### src/rtl/regbank_write_arbiter.sv
// regbank_write_arbiter: owns the single write port of the 32x32 register bank.
// Merges the pipeline writeback stream (never stalled, always wins) with
// long-latency unit results that queue in a small FIFO until the port is free.
// A writeback to R invalidates any older queued result for R, so the younger
// value is never overwritten by a stale one.
// Optional feature macro: REGWR_QUERY_EN adds a combinational forwarding query
// port (qReg/qHit/qData) for decode.
module regbank_write_arbiter #(
    parameter int DEPTH = 4,
    parameter int AW    = 2
) (
    input  logic          clock,
    input  logic          reset_n,
    input  logic          wbValid,
    input  logic [4:0]    wbReg,
    input  logic [31:0]   wbData,
    input  logic          llValid,
    output logic          llReady,
    input  logic [4:0]    llReg,
    input  logic [31:0]   llData,
`ifdef REGWR_QUERY_EN
    input  logic [4:0]    qReg,
    output logic          qHit,
    output logic [31:0]   qData,
`endif
    output logic [4:0]    selWriteReg,
    output logic [31:0]   WriteData,
    output logic          enWriteReg,
    output logic [AW:0]   pendCount
);

    localparam logic [AW:0] FULL_COUNT = (AW+1)'(DEPTH);

    logic [4:0]  fifoRegQ   [DEPTH];
    logic [31:0] fifoDataQ  [DEPTH];
    logic        fifoValidQ [DEPTH];
    logic [AW-1:0] wrPtrQ;
    logic [AW-1:0] rdPtrQ;
    logic [AW:0]   countQ;
    logic [AW:0]   countD;

    logic        enWriteQ,  enWriteD;
    logic [4:0]  selQ,      selD;
    logic [31:0] dataQ,     dataD;

    logic wbAccept;
    logic push;
    logic pop;

    // A writeback to r0 is no request at all; a result for r0 is handshaken but dropped.
    assign llReady  = (countQ != FULL_COUNT);
    assign wbAccept = wbValid && (wbReg != 5'd0);
    assign push     = llValid && llReady && (llReg != 5'd0);
    assign pop      = !wbAccept && (countQ != '0);

    assign enWriteReg  = enWriteQ;
    assign selWriteReg = selQ;
    assign WriteData   = dataQ;
    assign pendCount   = countQ;

    // Occupancy tracks push/pop independently; a simultaneous pair leaves it unchanged.
    always_comb begin
        countD = countQ;
        case ({push, pop})
            2'b10:   countD = countQ + 1'b1;
            2'b01:   countD = countQ - 1'b1;
            default: countD = countQ;
        endcase
    end

    // FIFO storage: kill matching older entries on a writeback, then pop/push.
    always_ff @(posedge clock or negedge reset_n) begin
        if (!reset_n) begin
            for (int i = 0; i < DEPTH; i++) begin
                fifoRegQ[i]   <= '0;
                fifoDataQ[i]  <= '0;
                fifoValidQ[i] <= 1'b0;
            end
            wrPtrQ <= '0;
            rdPtrQ <= '0;
            countQ <= '0;
        end else begin
            if (wbAccept) begin
                for (int i = 0; i < DEPTH; i++) begin
                    if (fifoRegQ[i] == wbReg) begin
                        fifoValidQ[i] <= 1'b0;
                    end
                end
            end
            if (pop) begin
                fifoValidQ[rdPtrQ] <= 1'b0;
                rdPtrQ             <= rdPtrQ + 1'b1;
            end
            if (push) begin
                fifoRegQ[wrPtrQ]   <= llReg;
                fifoDataQ[wrPtrQ]  <= llData;
                fifoValidQ[wrPtrQ] <= 1'b1;
                wrPtrQ             <= wrPtrQ + 1'b1;
            end
            countQ <= countD;
        end
    end

    // Pick the next bank write: writeback first, else the FIFO head if still live.
    always_comb begin
        enWriteD = 1'b0;
        selD     = selQ;
        dataD    = dataQ;
        if (wbAccept) begin
            enWriteD = 1'b1;
            selD     = wbReg;
            dataD    = wbData;
        end else if (pop && fifoValidQ[rdPtrQ]) begin
            enWriteD = 1'b1;
            selD     = fifoRegQ[rdPtrQ];
            dataD    = fifoDataQ[rdPtrQ];
        end
    end

    // Registered bank write port; reset drops any in-flight write immediately.
    always_ff @(posedge clock or negedge reset_n) begin
        if (!reset_n) begin
            enWriteQ <= 1'b0;
            selQ     <= '0;
            dataQ    <= '0;
        end else begin
            enWriteQ <= enWriteD;
            selQ     <= selD;
            dataQ    <= dataD;
        end
    end

`ifdef REGWR_QUERY_EN
    // Forwarding lookup: scan queued entries oldest to newest so the newest match
    // wins, then let the registered output override everything.
    always_comb begin
        logic [AW-1:0] idx;
        qHit  = 1'b0;
        qData = '0;
        idx   = '0;
        if (qReg != 5'd0) begin
            for (int k = 0; k < DEPTH; k++) begin
                idx = rdPtrQ + AW'(k);
                if ((k < int'(countQ)) && fifoValidQ[idx] && (fifoRegQ[idx] == qReg)) begin
                    qHit  = 1'b1;
                    qData = fifoDataQ[idx];
                end
            end
            if (enWriteQ && (selQ == qReg)) begin
                qHit  = 1'b1;
                qData = dataQ;
            end
        end
    end
`endif

endmodule

### config.mk
export PLATFORM = sky130hd
export DESIGN_NAME = regbank_write_arbiter
export DESIGN_NICKNAME = d
export VERILOG_FILES = /design/src/rtl/regbank_write_arbiter.sv
export SDC_FILE = /design/constraint.sdc
export NUM_CORES = 1
export LEC_CHECK = 0
export ABC_AREA = 1
export BUFFER_PORTS_ARGS = -buffer_cell sky130_fd_sc_hd__buf_2
export CAP_MARGIN = 20
export CORE_AREA = 2 2 140 142
export CTS_CLUSTER_DIAMETER = 200
export DETAILED_ROUTE_END_ITERATION = 6
export DIE_AREA = 0 0 142 144
export GPL_TIMING_DRIVEN = 1
export PLACE_DENSITY = 0.82
export SYNTH_ARGS = -nofsm -noshare
export SYNTH_HDL_FRONTEND = slang
export SYNTH_SLANG_ARGS = --single-unit
### constraint.sdc
create_clock -name clock -period 5.8 [get_ports clock]
set_clock_uncertainty 0.05 [all_clocks]
set_input_delay 1.16 -clock clock [delete_from_list [all_inputs] [get_ports clock]]
set_output_delay 1.16 -clock clock [all_outputs]
set_load 0.05 [all_outputs]
==> metrics <==
outcome finished clean; Max Clock Freq 0.290 GHz; initial drt markers 792; setup TNS 0 ns; syn_area_per_cell 8.13 um2; post-CTS sizing 0; most frequent cells in the layout nand2_1 (494), dfrtp_1 (195), buf_2 (118); largest net degree at the start of global routing 118; Leak 0.00553 uW; count of cell types in the netlist 25; Max Transition Viols Final 0; drt drc 0; First-pass DRT Iterations 7; Core Footprint 19100 um2; Setup CP Type input pin to flip-flop; Die X 142 um; period utilization 59.4%; hold path cells 2; Port Buffers 119; Max Cap Viol 0; crit-path max FO 47; #FFs+latches synth 197; Finish-stage setup viols 0; Cell Pwr Density 584 nW/um2; number of routed nets with antenna violations 0; Hold Buf Count CTS 0; Arrival @ worst endpoint 3.77 ns; GR Overflow Total 0; layout cell share with drive strength beyond 1 15.1%; startpoint types input pin; Worst Hold Path EP selWriteReg[2]$_DFFE_PN0P_; Setup crit end kind flip-flop; row count 51; YS warnings 0; initial core utilization 50.6%; overall routing resource usage 23.1%; Die Y 144 um; main area contributors after synthesis dfrtp_1 (51%), nand2_1 (19%), nand3_1 (4.4%); reg-to-reg slack, setup 2.82 ns; cell taking the most area after synthesis dfrtp_1; hold slack final 0.424 ns; min cycle time layout 3.44 ns; post-synth top area share 51.0%; Die ar. 20400 um2; placed cells 1479; routed vias 7850; Mapped Area 9660 um2; vias in the first global route 7488; CTS max path bufs 2; Root Buffer clkbuf_16; antenna violations before repair 0; Final GP Congestion 0.780; max_slew headroom 31.9%; Final nets 1349; final hold vios 0; WP data required 6.12 ns; clock transition at the registers of the reported paths 0.07 ns; Area Growth Syn to Fin 9.96%; Crit Reg-Reg Startpoint rdPtrQ[1]$_DFFE_PN0N_; total wire length 22300 um; reg2reg end WriteData[28]$_DFFE_PN0P_; Num CTS Buffers 17; setup bufs post-CTS 0; Crit. Startpoint wbReg[1]; CTS tree built; R2R depth 7; worst hold start selWriteReg[2]$_DFFE_PN0P_; IO Pins 120; worst-margin pin slew 1.02 ns; Non-Filler Instances 1512; sequential element share of the synthesized area 51.0%; H-tree Lvls 4; first-pass GRT wire length 37100 um; Vias/cell 5.19; post-synth net total 1276; Worst-Skew Late Latency 0.43 ns; placed wire-length estimate 13400 um; DR WL/cell 14.7 um; RSZ-0062 raised after global routing false; peak supply drop 294 uV; commonest non-fill, non-tap cell in the layout nand2_1; Post-Synthesis Cells 1188; class of the worst hold path flip-flop to flip-flop; Clock Sinks 197
[per-layer routing]
layer,vias up,routed length (um),global-route usage (%)
met2,222,10700,38.5
li1,3915,-,-
met1,3688,10100,30.7
met5,-,0,0
met3,25,1140,4.44
met4,0,304,7.05
[cells in the mapped netlist]
| cell | number |
|---|---|
| a21oi_1 | 4 |
| and2_4 | 1 |
| buf_2 | 24 |
| buf_4 | 6 |
| buf_6 | 30 |
| clkbuf_1 | 14 |
| dfrtp_1 | 197 |
| fa_1 | 1 |
| ha_1 | 9 |
| inv_1 | 90 |
| inv_2 | 5 |
| inv_4 | 1 |
| nand2_1 | 494 |
| nand2_2 | 2 |
| nand3_1 | 84 |
| nand3_2 | 6 |
| nor2_1 | 14 |
| nor2_2 | 1 |
| nor3_2 | 1 |
| o211ai_1 | 37 |
| o21ai_0 | 72 |
| o21ai_1 | 63 |
| o21ai_2 | 20 |
| xnor2_1 | 5 |
| xor2_1 | 7 |
[per-stage QoR]
step / util [%] / instance area, um2 / power, uW / setup WS (ns)
after floorplan: - / 9660 / 4570 / 2.84
after global placement: 52.8 / 10100 / 5030 / 2.05
after detailed placement: 52.8 / 10100 / 5140 / 1.90
after CTS: 55.5 / 10600 / 6210 / 2.35
after global routing: 55.7 / 10600 / 6720 / 2.12
final: 55.7 / 10600 / 6200 / 2.36
[cell type report]
type                       count  area [um2]
antenna                        1        2.50
clock buffer                  24         462
clock inverter                 7        51.3
fill                        1775        8460
inverter                      96         363
multi-input combinational    821        3820
sequential                   197        4930
tap                          238         298
timing repair buffer         128         692
[power by group]
| part | total [uW] | leakage (uW) | internal, uW | switching, uW |
|---|---|---|---|---|
| sequential | 2420 | 0.00246 | 2020 | 409 |
| combinational | 2710 | 0.00282 | 843 | 1870 |
| clock | 1060 | 0.000245 | 559 | 501 |
| total | 6200 | 0.00553 | 3420 | 2780 |
[how the worst max path moves through the flow]
stage	endpoint	cells after the start
after CTS	WriteData[15]$_DFFE_PN0P_	9
after global placement	WriteData[13]$_DFFE_PN0P_	9
final	WriteData[28]$_DFFE_PN0P_	9
after floorplan	pendCount[2]$_DFFE_PN0P_	13
after detailed placement	WriteData[15]$_DFFE_PN0P_	9
after global routing	WriteData[29]$_DFFE_PN0P_	9
[flip-flops by register name (all words and copies together) (netlist names)]
signal       flops
fifoDataQ      128
enWriteReg       1
fifoRegQ        20
WriteData       32
selWriteReg      5
pendCount        3
rdPtrQ           2
wrPtrQ           2
fifoValidQ       4
[critical path: stages]
cell and delay (ns):
buf_2 0.15, nor2_1 0.16, nand3_1 0.10, nand2_2 0.08
buf_4 0.49, nand2_2 0.70, inv_4 0.66, nand2_1 0.12
nand2_1 0.10
[logic make-up (layout without fill, tap and decap cells)]
family,after synthesis,in the layout,share of synthesized area [%]
xor+xnor,12,12,1.09
flops,197,197,51.0
simple gates,603,603,25.1
buf+inv,170,255,9.51
other cells,0,1,0
fa+ha+maj,10,10,1.37
compound gates,196,196,11.9
(Power assumes the default switching activity.)
